File: src/rtl/cnn_pkg.sv
// Shared widths and saturation limits for the EEG CNN feature-extractor blocks.
package cnn_pkg;

    localparam int CNN_DATA_W = 8;
    localparam int CNN_WGT_W  = 8;
    localparam int CNN_ACC_W  = 20;
    localparam int CNN_OUT_W  = 16;

    function automatic longint sat_max(input int w);
        return (longint'(1) <<< (w - 1)) - longint'(1);
    endfunction

    function automatic longint sat_min(input int w);
        return -(longint'(1) <<< (w - 1));
    endfunction

endpackage

File: src/rtl/pe_relu_sat.sv
// Combinational ReLU / saturation stage narrowing the accumulator to the output width.
module pe_relu_sat
    import cnn_pkg::*;
#(
    parameter int RELU  = 1,
    parameter int ACC_W = CNN_ACC_W,
    parameter int OUT_W = CNN_OUT_W
) (
    input  logic signed [ACC_W-1:0] acc_i,
    output logic signed [OUT_W-1:0] res_o,
    output logic                    sat_o
);

    localparam logic signed [ACC_W-1:0] MAX_A = ACC_W'(sat_max(OUT_W));
    localparam logic signed [ACC_W-1:0] MIN_A = ACC_W'(sat_min(OUT_W));
    localparam logic signed [OUT_W-1:0] MAX_O = OUT_W'(sat_max(OUT_W));
    localparam logic signed [OUT_W-1:0] MIN_O = OUT_W'(sat_min(OUT_W));

    always_comb begin
        res_o = acc_i[OUT_W-1:0];
        sat_o = 1'b0;
        // A ReLU-clamped negative is a legal zero, not a clip.
        if (RELU != 0 && acc_i < 0) begin
            res_o = '0;
        end else if (acc_i > MAX_A) begin
            res_o = MAX_O;
            sat_o = 1'b1;
        end else if (acc_i < MIN_A) begin
            res_o = MIN_O;
            sat_o = 1'b1;
        end
    end

endmodule

File: src/rtl/conv1d_pe.sv
// Streaming 1-D convolution PE: TAPS-deep sample window, signed MAC with bias,
// ReLU/saturation, stride decimation and valid/ready flow control.
module conv1d_pe
    import cnn_pkg::*;
#(
    parameter int DATA_W = CNN_DATA_W,
    parameter int WGT_W  = CNN_WGT_W,
    parameter int TAPS   = 3,
    parameter int ACC_W  = CNN_ACC_W,
    parameter int OUT_W  = CNN_OUT_W,
    parameter int STRIDE = 1,
    parameter int RELU   = 1
) (
    input  logic                      clk,
    input  logic                      rst,
    input  logic                      en,
    input  logic                      clear,
    input  logic                      in_valid,
    output logic                      in_ready,
    input  logic signed [DATA_W-1:0]  in_data,
    input  logic [TAPS*WGT_W-1:0]     weight,
    input  logic signed [WGT_W-1:0]   bias,
    output logic                      out_valid,
    input  logic                      out_ready,
    output logic signed [OUT_W-1:0]   out_data,
    output logic                      out_sat
);

    localparam int PROD_W = DATA_W + WGT_W;
    localparam int FILL_W = $clog2(TAPS + 1);
    localparam int STR_W  = (STRIDE > 1) ? $clog2(STRIDE) : 1;
    localparam logic [FILL_W-1:0] FILL_FULL = FILL_W'(TAPS);
    localparam logic [STR_W-1:0]  STR_LAST  = STR_W'(STRIDE - 1);

    if (TAPS < 2) begin : g_bad_taps
        $error("conv1d_pe: TAPS must be >= 2");
    end
    if (STRIDE < 1) begin : g_bad_stride
        $error("conv1d_pe: STRIDE must be >= 1");
    end
    if (ACC_W < PROD_W + $clog2(TAPS + 1)) begin : g_bad_acc
        $error("conv1d_pe: ACC_W too narrow for TAPS products plus bias");
    end
    if (OUT_W > ACC_W) begin : g_bad_out
        $error("conv1d_pe: OUT_W must not exceed ACC_W");
    end

    logic                     adv;
    logic                     accept;
    logic                     win_full;
    logic                     fire;
    logic [FILL_W-1:0]        fill_q, fill_d;
    logic [STR_W-1:0]         stride_q, stride_d;
    logic signed [DATA_W-1:0] win_q [TAPS];
    logic                     vld_p0_q;
    logic signed [PROD_W-1:0] prod_d [TAPS];
    logic signed [PROD_W-1:0] prod_p1_q [TAPS];
    logic                     vld_p1_q;
    logic signed [ACC_W-1:0]  acc_p1;
    logic signed [OUT_W-1:0]  res_p1;
    logic                     sat_p1;
    logic                     out_valid_q;
    logic signed [OUT_W-1:0]  out_data_q;
    logic                     out_sat_q;

    assign adv      = en & (~out_valid_q | out_ready);
    assign in_ready = adv & rst & ~clear;
    assign accept   = in_valid & in_ready;

    // Fill saturates at TAPS; the stride counter only runs once the window is complete,
    // so phase 0 always lands on the first complete window.
    always_comb begin
        fill_d   = fill_q;
        stride_d = stride_q;
        win_full = 1'b0;
        fire     = 1'b0;
        if (accept) begin
            if (fill_q != FILL_FULL) begin
                fill_d = fill_q + 1'b1;
            end
            win_full = (fill_d == FILL_FULL);
            if (win_full) begin
                fire     = (stride_q == '0);
                stride_d = (stride_q == STR_LAST) ? '0 : stride_q + 1'b1;
            end
        end
    end

    always_comb begin
        for (int k = 0; k < TAPS; k++) begin
            prod_d[k] = PROD_W'(win_q[k]) * PROD_W'($signed(weight[k*WGT_W +: WGT_W]));
        end
    end

    // ---- p0: window shift and control ----
    always_ff @(posedge clk) begin
        if (!rst) begin
            fill_q      <= '0;
            stride_q    <= '0;
            vld_p0_q    <= 1'b0;
            vld_p1_q    <= 1'b0;
            out_valid_q <= 1'b0;
            out_data_q  <= '0;
            out_sat_q   <= 1'b0;
            for (int k = 0; k < TAPS; k++) begin
                win_q[k] <= '0;
            end
        end else if (en) begin
            if (clear) begin
                fill_q      <= '0;
                stride_q    <= '0;
                vld_p0_q    <= 1'b0;
                vld_p1_q    <= 1'b0;
                out_valid_q <= 1'b0;
                for (int k = 0; k < TAPS; k++) begin
                    win_q[k] <= '0;
                end
            end else if (adv) begin
                if (accept) begin
                    for (int k = 0; k < TAPS - 1; k++) begin
                        win_q[k] <= win_q[k+1];
                    end
                    win_q[TAPS-1] <= in_data;
                    fill_q        <= fill_d;
                    stride_q      <= stride_d;
                end
                vld_p0_q    <= fire;
                vld_p1_q    <= vld_p0_q;
                // ---- p2: registered thresholded result ----
                out_valid_q <= vld_p1_q;
                if (vld_p1_q) begin
                    out_data_q <= res_p1;
                    out_sat_q  <= sat_p1;
                end
            end
        end
    end

    // ---- p1: product registers (data only, no reset) ----
    always_ff @(posedge clk) begin
        if (adv) begin
            for (int k = 0; k < TAPS; k++) begin
                prod_p1_q[k] <= prod_d[k];
            end
        end
    end

    always_comb begin
        acc_p1 = ACC_W'(bias);
        for (int k = 0; k < TAPS; k++) begin
            acc_p1 = acc_p1 + ACC_W'(prod_p1_q[k]);
        end
    end

    pe_relu_sat #(
        .RELU  (RELU),
        .ACC_W (ACC_W),
        .OUT_W (OUT_W)
    ) u_relu_sat (
        .acc_i (acc_p1),
        .res_o (res_p1),
        .sat_o (sat_p1)
    );

    assign out_valid = out_valid_q;
    assign out_data  = out_data_q;
    assign out_sat   = out_sat_q;

endmodule
File: config.mk
export PLATFORM = sky130hd
export DESIGN_NAME = conv1d_pe
export DESIGN_NICKNAME = d
export VERILOG_FILES = /design/src/rtl/cnn_pkg.sv /design/src/rtl/pe_relu_sat.sv /design/src/rtl/conv1d_pe.sv
export SDC_FILE = /design/constraint.sdc
export NUM_CORES = 1
export LEC_CHECK = 0
export ABC_AREA = 1
export CAP_MARGIN = 40
export CORE_ASPECT_RATIO = 0.8
export CORE_MARGIN = 2
export CORE_UTILIZATION = 30
export CTS_BUF_LIST = sky130_fd_sc_hd__clkbuf_4 sky130_fd_sc_hd__clkbuf_8 sky130_fd_sc_hd__clkbuf_16
export DETAILED_ROUTE_END_ITERATION = 10
export SETUP_SLACK_MARGIN = 0.3
export SLEW_MARGIN = 20
export SYNTH_ARGS = -nofsm -noshare
export SYNTH_HDL_FRONTEND = slang
export SYNTH_SLANG_ARGS = --single-unit
File: constraint.sdc
create_clock -name clk -period 6.45 [get_ports clk]
set_input_delay 1.6125 -clock clk [delete_from_list [all_inputs] [get_ports clk]]
set_output_delay 1.6125 -clock clk [all_outputs]
set_load 0.05 [all_outputs]
# Word-level counts from Yosys, hierarchy flattened
# Memories as Yosys holds them, arrays and structs flattened.
# Cells that the tools add are included.
# classes
n_addsub	5
mul	3
div	0
order_cmp	3
eq_ne	2
shifts	0
muxes	43
bitwise_logic	14
n_reduce_logical	7
# ops
op	count
$mul 8x8->16	3
$mux 16	3
$mux 8	6
$mux 1	29
$add 18x16->19	1
$gt 19x16->1 const B	1
$lt 19x1->1 const B	1
$lt 19x16->1 const B	1
$add 17x16->18	1
$add 8x16->17	1
$mux 2	5
$reduce_and 4->1	2
$or 1x1->1	7
$reduce_bool 2->1	3
$and 1x1->1	4
$not 1->1	3
$reduce_and 3->1	1
$add 2x1->2 const B	1
$eq 2x2->1 const B	1
$ne 2x2->1 const B	1
$reduce_and 2->1	1
$add 1x1->1 const B	1
# word_totals
ff_bits	23
latchBits	0
ramBits	72
rom_bits	0
inputBits	46
output_inout_bits	19
elab_cells	86
memories	2
# memory_table
memory	words	word_bits	read_ports	rd_ports_with_merged_regs	write_ports	line	source
prod_p1_q	3	16	3	0	3	conv1d_pe.sv:57	logic signed [PROD_W-1:0] prod_p1_q [TAPS];
win_q	3	8	3	0	3	conv1d_pe.sv:54	logic signed [DATA_W-1:0] win_q [TAPS];

# Longest topological paths before layout
# Gate-level depths: netlist of the first run.
# logic_depth
depth_word	13
depth_mapped	24
ltp_nobuf	23

# Modules after synthesis
# Synthesis of the first run repeated with hierarchy kept, for this count alone.
# hier_totals
hier_cells	1683
hier_area_um2	13337.8
# by_module_without_submodules
module	n_inst	cells_per_inst	area_per_inst_um2	seq_area_each_um2
conv1d_pe	1	1642	13142.6	2602.5
pe_relu_sat	1	41	195.2	0.0

# Least setup slack after synthesis of the first run
# Ideal clock, no wire load.
# synth_path
kind	in2reg
from	input out_ready
to	memory prod_p1_q[0][0] (netlist bit) (enable)
setup_time_ns	0.528
t_arrival_ns	5.150
t_required_ns	5.922
setup_slack_ns	0.773
path_stages	2
n_path_buf	0
cell_sequence	inv_1 > a21boi_0
# synth_lines
item	line	source
start: declaration	conv1d_pe.sv:24	input logic out_ready,
end: declaration	conv1d_pe.sv:57	

==> results of run 1 <==
[worst max-delay path, stage by stage]
cell	delay [ns]
clkdlybuf4s50_1	0.52
inv_1	0.13
or2_2	0.31
fa_1	0.47
fa_1	0.49
inv_1	0.05
fa_1	0.47
inv_1	0.05
fa_1	0.47
inv_1	0.04
ha_1	0.35
a21oi_1	0.21
nand2_1	0.12
nand2_1	0.07
nand2_1	0.05
nand2_1	0.07
a21oi_1	0.08
o21ai_0	0.15
nand2_1	0.08
xor2_1	0.14
[layout make-up]
cell class                      count  area (um2)
Antenna cell                        2       5.005
Clock buffer                        9       225.2
Clock inverter                      7       56.30
Fill cell                        4493       28420
Inverter                          497        1866
Multi-Input combinational cell    938        8310
Sequential cell                    94        2603
Tap cell                          560       700.7
Timing Repair Buffer               71       693.2
[final timing paths]
check             cells past startpoint                       start  slack (ns)                          to
setup / recovery                     20                   weight[7]        0.64  prod_p1_q[0][12]$_DFFE_PP_
hold / removal                        2   out_data[15]$_SDFFE_PN0P_        0.44   out_data[15]$_SDFFE_PN0P_
setup reg to reg                     17  win_q[0][23]$_SDFFCE_PN0P_        1.93  prod_p1_q[0][47]$_DFFE_PP_
hold reg to reg                       2   out_data[15]$_SDFFE_PN0P_        0.44   out_data[15]$_SDFFE_PN0P_
[registers in the layout (all words and copies together) (netlist names)]
signal and cells:
win_q 24, out_data 16, fill_q 2, out_valid 1, vld_p1_q 1, out_sat 1, prod_p1_q 48, vld_p0_q 1
[power by group through the flow]
stage | Combinational (mW) | Sequential [mW] | Clock (mW)
3_3_place_gp | 5.13 | 0.962 | 0
3_5_place_dp | 5.21 | 0.963 | 0
5_1_grt | 6.04 | 0.964 | 0.551
6_report | 5.21 | 0.947 | 0.512
4_1_cts | 5.24 | 0.949 | 0.530
2_1_floorplan | 4.25 | 0.921 | 0
[routing by layer]
metal / global-route usage / up-vias / wire length (um)
li1: - / 4609 / -
met4: 0.02118 / 4 / 290
met5: 0 / - / 25
met1: 0.1725 / 4407 / 12820
met2: 0.2123 / 192 / 12190
met3: 0.02322 / 24 / 1468
[kinds of logic after synthesis]
kind of cell | after synthesis
buffers and inverters | 550
AND/OR/NAND/NOR | 498
adder cells (fa/ha/maj) | 303
flip-flops | 94
AO/OA/AOI/OAI | 78
XOR/XNOR | 59
[placed cells by master (no fill, tap or decap), types with 22 or more instances in the layout]
cell             count
fa_1               198
a21oi_1             44
clkdlybuf4s50_1     64
edfxtp_1            72
nor2_1              68
inv_1              496
xnor2_1             22
ha_1               105
xor2_1              37
dfxtp_1             22
nand3_1             36
nand2_1            349
[stage by stage]
stage	worst slack, ns	utilization
3_5_place_dp	0.2799	0.3305
3_3_place_gp	0.3294	0.3303
6_report	0.6381	0.3372
5_1_grt	0.3645	0.3371
4_1_cts	0.6517	0.3371
2_1_floorplan	0.7728	-
==> key figures, run 1 <==
Run status
  • Outcome: complete, no violations

STA
  • Final worst path period share: 0.9011
  • Hold Violations, Final: 0
  • Min Hold Slack: roughly 0.44 ns
  • Tmin final: about 5.8 ns
  • RSZ-0062 raised after global routing: false
  • Max-slew violation count: 0
  • Setup Skew: approximately 0.015 ns
  • # setup viols final: 0
  • Worst-Margin Slew: between 0.6 and 0.7 ns
  • Max Fclk: 0.1721 GHz
  • Setup TNS: 0 ns
  • Slew HR: 0.5751

Layout
  • Fin cells: around 2,200
  • Fin nets: a little under 2,000
  • Area growth, synth to finish: 11.42%
  • Cell area after layout: 0.01446 mm2
  • Layout cells sized above 1: 0.03094

Yosys
  • Compound-Gate Fraction of Synth Area: 0.03355
  • Top area cells in the synthesized netlist: fa_1, edfxtp_1, inv_1, ha_1, nand2_1
  • Synth Warn #: 0
  • Post-synth top area share: 0.3054
  • Cell with the most instances after synthesis: inv_1
  • Synth Area per Inst: 8.203 um2
  • Largest area contributor in the netlist: fa_1
  • Post-synth ARST share: 0
  • Mux cell area share after synthesis: 0
  • Commonest cells in the netlist: inv_1, nand2_1, fa_1
  • Post-Syn Nets: between 1,500 and 2,000
  • Synth unique cells: 41
  • Simple-gate share of the synthesized area: 0.1595
  • Number of synthesized flops with an enable pin: approximately 70
  • Synth Flop Type: edfxtp_1
  • Post-Syn Instances: between 1,500 and 2,000
  • Main combinational cell family by area after synthesis: adder cells
  • Post-synthesis xor/xnor area fraction: 0.03982
  • Post-synthesis adder-cell area fraction: 0.4067
  • FF+latch count, synth: 94
  • Sequential share of the synthesized area: 0.2005
  • Cell Area, Synth: 0.01298 mm2

Hold path
  • HP Class: reg -> reg

Detailed routing
  • Routed via count: slightly above 9,000
  • Drt total wl: 26.79 mm
  • Routed Antenna Nets: 0
  • # DRC: 0
  • Vias per cell: between 4 and 5
  • Pre-antenna DRT Iters: 5
  • Routed WL per cell: 12.30 um
  • Drt initial violations: approximately 450

GRT
  • All-Layer GR Usage: 0.1264
  • Initial antenna violation count: 4
  • First-pass GRT wire length: approximately 46 mm
  • Vias in the first global route: 9,610
  • Grt total ovfl: 0
  • Largest net degree at the start of global routing: 49

Die
  • Total I/O pin count: 65
  • Die ar.: between 0.04 and 0.05 mm2
  • Die height: roughly 190 um
  • Num rows: 68
  • Initial core utilization: 0.3026
  • Die extent in x: roughly 240 um
  • Core ar.: about 0.043 mm2

Pwr
  • Switching power: ~3.6 mW
  • Lkg Pwr: ~7.9 nW
  • Int Power: slightly above 3 mW
  • Reg power frac: 0.142
  • Switching part of the total power: 0.5404
  • Combinational share of power: 0.781
  • Power density over the cells: ~460 mW/mm2
  • IR drop worst, VDD: roughly 0.45 mV
  • Clock power frac: 0.077
  • Total chip power: between 6 and 7 mW

Placement
  • Placed instance area: ~0.014 mm2
  • Port bufs: 64
  • DP Cell Count: between 2,000 and 2,500
  • Gpl congestion: about 0.84
  • Detailed placer's ending HPWL: approximately 23 mm

CTS
  • Clock latency on the worst-skew pair: between 0.3 and 0.4 ns
  • Setup bufs post-CTS: 0
  • TritonCTS clock tree: built
  • Deepest clock path buffer count: 2
  • CTS buffer count: 9
  • Number of H-tree levels: 3
  • CTS-repair resized insts: 0
  • Cts hold-fix bufs: 0
  • Clock root buffer master: clkbuf_16
  • Total clock sinks: between 90 and 100
  • Clock transition at path regs: 0.07 ns

Setup path
  • Crit end category: flip-flop
  • Startpoint types: primary input
  • Required @ worst endpoint: ~6.6 ns
  • Maximum fanout along the worst path: 8
  • Worst Path Class, Setup: in -> reg
  • Arr. time, crit path: approximately 5.9 ns

Job
  • Max-Cap Viols: 0
Note: power is estimated with default switching activity, not from simulation.
==> run 2, diff against run 1 <==
--- a/config.mk
+++ b/config.mk
@@ -5,7 +5,6 @@
 export SDC_FILE = /design/constraint.sdc
 export NUM_CORES = 1
 export LEC_CHECK = 0
-export ABC_AREA = 1
 export CAP_MARGIN = 40
 export CORE_ASPECT_RATIO = 0.8
 export CORE_MARGIN = 2
==> run 2 against run 1 <==
  * Hold slack improved by 0.020 ns
  * Combinational power up 2%
  * Clock skew about the same
  * Final cell count is 14% lower
  * Synthesized cell count fell by 21%
  * Sequential power rose by 2%
  * Via count fell by 10%
  * Die area shrank 4.6%
  * Critical endpoint is now prod_p1_q[0][31]$_DFFE_PP_
  * Largest cell class unchanged
==> key figures, run 2 <==
Run status
  • Outcome: complete, no violations (unchanged)

Layout
  • Fin cells: 1,874 (was 2,178)
  • Top reg by flops: prod_p1_q (unchanged)
  • Leading cell type in the layout, fill and taps excluded: inv_1 (unchanged)
  • Commonest cells after routing, fill and taps aside: inv_1, fa_1, and2_1 (was inv_1, nand2_1, fa_1)
  • Reg area: 0.002603 mm2 (unchanged)
  • Fin nets: 1,674 (was 1,960)
  • Max FFs per register: 48 (unchanged)
  • Layout cells sized above 1: 0.03158 (was 0.03094)
  • Area growth, synth to finish: 13.84% (was 11.42%)
  • Antenna cells: 0 (was 2)
  • Filler cells: 4,161 (was 4,493)
  • Multi-input gate area: 0.008612 mm2 (was 0.008310 mm2)

Setup path
  • Crit end category: flip-flop (unchanged)
  • Worst Path Class, Setup: in -> reg (unchanged)
  • Arr. time, crit path: 6.05 ns (was 5.91 ns)
  • Required @ worst endpoint: 6.53 ns (was 6.55 ns)
  • FF-to-FF path depth: 17 (unchanged)
  • Most Frequent Cell on Critical Path: fa_1 (was nand2_1)
  • CP delay by family, top: adder cells (unchanged)
  • Crit path cell chain: clkdlybuf4s50_1 -> and2_1 -> fa_1 -> fa_1 -> inv_1 -> fa_1 -> inv_1 -> fa_1 -> ha_1 -> nor3_1 -> o211ai_1 -> a31oi_1 -> nor2b_1 -> o21a_1 -> o41ai_2 -> xnor2_1 (was clkdlybuf4s50_1 -> inv_1 -> or2_2 -> fa_1 -> fa_1 -> inv_1 -> fa_1 -> inv_1 -> fa_1 -> inv_1 -> ha_1 -> a21oi_1 -> nand2_1 -> nand2_1 -> nand2_1 -> nand2_1 -> a21oi_1 -> o21ai_0 -> nand2_1 -> xor2_1)
  • CP max-delay cell: clkdlybuf4s50_1 (unchanged)
  • Setup slack, reg-to-reg: 1.71 ns (was 1.93 ns)
  • Worst r2r src: win_q[0][14]$_SDFFCE_PN0P_ (was win_q[0][23]$_SDFFCE_PN0P_)
  • Startpoint types: primary input (unchanged)
  • Max stage delay on crit path: 0.59 ns (was 0.52 ns)
  • Maximum fanout along the worst path: 8 (unchanged)
  • WP buf/inv: 3 (was 5)
  • Worst flop-to-flop path endpoint: prod_p1_q[0][31]$_DFFE_PP_ (was prod_p1_q[0][47]$_DFFE_PP_)

STA
  • Setup Skew: 0.01472 ns (was 0.01505 ns)
  • Min Hold Slack: 0.4565 ns (was 0.4362 ns)
  • Final worst path period share: 0.9241 (was 0.9011)
  • Max-slew violation count: 0 (unchanged)
  • RSZ-0062 raised after global routing: true (was false)
  • Hold Violations, Final: 0 (unchanged)
  • Max Fclk: 0.1678 GHz (was 0.1721 GHz)
  • Final worst slack: 0.4896 ns (was 0.6381 ns)
  • Worst-Margin Slew: 0.8091 ns (was 0.6373 ns)
  • Setup TNS: 0 ns (unchanged)
  • Slew HR: 0.4606 (was 0.5751)
  • # setup viols final: 0 (unchanged)
  • Tmin final: 5.960 ns (was 5.812 ns)

Yosys
  • Synth Warn #: 0 (unchanged)
  • Synth unique cells: 56 (was 41)
  • Post-synthesis adder-cell area fraction: 0.4269 (was 0.4067)
  • Cell with the most instances after synthesis: inv_1 (unchanged)
  • Cell Area, Synth: 0.01236 mm2 (was 0.01298 mm2)
  • Post-synthesis xor/xnor area fraction: 0.03967 (was 0.03982)
  • FF+latch count, synth: 94 (unchanged)
  • Top area cells in the synthesized netlist: fa_1, edfxtp_1, ha_1, inv_1, and2_1 (was fa_1, edfxtp_1, inv_1, ha_1, nand2_1)
  • Compound-Gate Fraction of Synth Area: 0.07540 (was 0.03355)
  • Post-synth top area share: 0.3206 (was 0.3054)
  • Main combinational cell family by area after synthesis: adder cells (unchanged)
  • Post-synth ARST share: 0 (unchanged)
  • Largest area contributor in the netlist: fa_1 (unchanged)
  • Sequential share of the synthesized area: 0.2105 (was 0.2005)
  • Simple-gate share of the synthesized area: 0.1507 (was 0.1595)
  • Post-Syn Nets: 1,599 (was 1,931)
  • Post-Syn Instances: 1,250 (was 1,582)
  • Synth Area per Inst: 9.890 um2 (was 8.203 um2)
  • Mux cell area share after synthesis: 0.002429 (was 0)
  • Number of synthesized flops with an enable pin: 72 (unchanged)
  • Synth Flop Type: edfxtp_1 (unchanged)
  • Commonest cells in the netlist: inv_1, fa_1, and2_1 (was inv_1, nand2_1, fa_1)

Placement
  • Gpl congestion: 0.8180 (was 0.8421)
  • Port bufs: 64 (unchanged)
  • Setup WS pre-CTS: 0.02659 ns (was 0.2799 ns)
  • Detailed placer's ending HPWL: 22.41 mm (was 22.93 mm)
  • DP Cell Count: 1,858 (was 2,160)

Pwr
  • IR drop worst, VDD: 0.4293 mV (was 0.4485 mV)
  • Lkg Pwr: 6.366 nW (was 7.869 nW)
  • Power density over the cells: 486.0 mW/mm2 (was 461.1 mW/mm2)

Detailed routing
  • Routed WL per cell: 14.04 um (was 12.30 um)
  • Routed Antenna Nets: 0 (unchanged)
  • Routed via count: 8,309 (was 9,236)
  • # DRC: 0 (unchanged)
  • Vias per cell: 4.434 (was 4.241)
  • Drt initial violations: 434 (was 454)
  • Drt total wl: 26.32 mm (was 26.79 mm)
  • Pre-antenna DRT Iters: 5 (unchanged)

CTS
  • Cts hold-fix bufs: 0 (unchanged)
  • Deepest clock path buffer count: 2 (unchanged)
  • Clock root buffer master: clkbuf_16 (unchanged)
  • CTS buffer count: 9 (unchanged)
  • Clock transition at path regs: 0.07 ns (about the same)
  • TritonCTS clock tree: built (unchanged)
  • Total clock sinks: 94 (unchanged)
  • Number of H-tree levels: 3 (unchanged)
  • Clock latency on the worst-skew pair: 0.35 ns (was 0.36 ns)

Die
  • Num rows: 66 (was 68)
  • Die extent in x: 231.0 um (was 236.5 um)
  • Die ar.: 0.04286 mm2 (was 0.04495 mm2)
  • Total I/O pin count: 65 (unchanged)
  • Core ar.: 0.04063 mm2 (was 0.04288 mm2)
  • Die height: 185.6 um (was 190.0 um)
  • Initial core utilization: 0.3043 (was 0.3026)

Hold path
  • HP Class: reg -> reg (unchanged)
  • Worst hold path cell count: 2 (unchanged)
  • WHS Endpoint: out_sat$_SDFFE_PN0P_ (was out_data[15]$_SDFFE_PN0P_)
  • Hold_sp: out_sat$_SDFFE_PN0P_ (was out_data[15]$_SDFFE_PN0P_)

GRT
  • Initial antenna violation count: 0 (was 4)
  • All-Layer GR Usage: 0.1303 (was 0.1264)
  • Grt total ovfl: 0 (unchanged)
  • First-pass GRT wire length: 44.72 mm (was 46.36 mm)
  • Vias in the first global route: 8,730 (was 9,610)
  • Largest net degree at the start of global routing: 49 (unchanged)

Job
  • Max-Cap Viols: 0 (unchanged)
[run 2: final cells by class]
class / count / area share
clock buffers: 9 / 0.01600
clock inverters: 7 / 0.006845
inverters: 297 / 0.07921
multi-input cells: 846 / 0.6119
flip-flops and latches: 94 / 0.1849
well taps: 544 / 0.04836
repair buffers: 77 / 0.05280
[run 2: how the worst max path moves through the flow]
| stage | cells past startpoint | slack [ns] | endpoint | from |
|---|---|---|---|---|
| 2_1_floorplan | 17 | 0.91 | prod_p1_q[0][15]$_DFFE_PP_ | weight[1] |
| 3_3_place_gp | 18 | 0.12 | prod_p1_q[0][15]$_DFFE_PP_ | weight[0] |
| 3_5_place_dp | 16 | 0.03 | prod_p1_q[0][31]$_DFFE_PP_ | weight[10] |
| 4_1_cts | 17 | 0.37 | prod_p1_q[0][31]$_DFFE_PP_ | weight[10] |
| 5_1_grt | 17 | 0.23 | prod_p1_q[0][30]$_DFFE_PP_ | weight[11] |
| 6_report | 16 | 0.49 | prod_p1_q[0][31]$_DFFE_PP_ | weight[11] |
[run 2: kinds of logic after synthesis]
logic type	count (synthesis)
fa+ha+maj	303
simple gates	353
compound gates	131
xor+xnor	56
mux	3
buf+inv	310
flops	94
[run 2: what timing repair did]
action | in CTS | in global routing
resized for setup | 0 | 6
setup endpoints to repair | 0 | 4
buffers inserted | 0 | 0
[run 2: layer usage]
layer / global-route usage / up-vias / part of all wire
li1: - / 4060 / -
met1: 0.1892 / 4125 / 0.51
met2: 0.2111 / 116 / 0.45
met3: 0.02129 / 8 / 0.035
met4: 0.01239 / 0 / 0.0040
met5: 0 / - / 0
[run 2: per-stage QoR]
| stage | util | total power, mW | instance area [um2] |
|---|---|---|---|
| 2_1_floorplan | - | 5.034 | 12360 |
| 3_3_place_gp | 0.3380 | 6.129 | 13730 |
| 3_5_place_dp | 0.3380 | 6.217 | 13730 |
| 4_1_cts | 0.3459 | 6.842 | 14050 |
| 5_1_grt | 0.3464 | 7.577 | 14070 |
| 6_report | 0.3464 | 6.840 | 14070 |
[run 2: tightest hold or removal path: stages, from the launching register on]
cell and delay (ns):
dfxtp_1 0.31, nand2_1 0.05, o21ai_1 0.05
[run 2: power by group]
group          internal (mW)  switching, mW  leakage [nW]
Combinational           2.20           3.09          5.30
Sequential             0.883         0.0808         0.906
Clock                  0.341          0.242         0.155
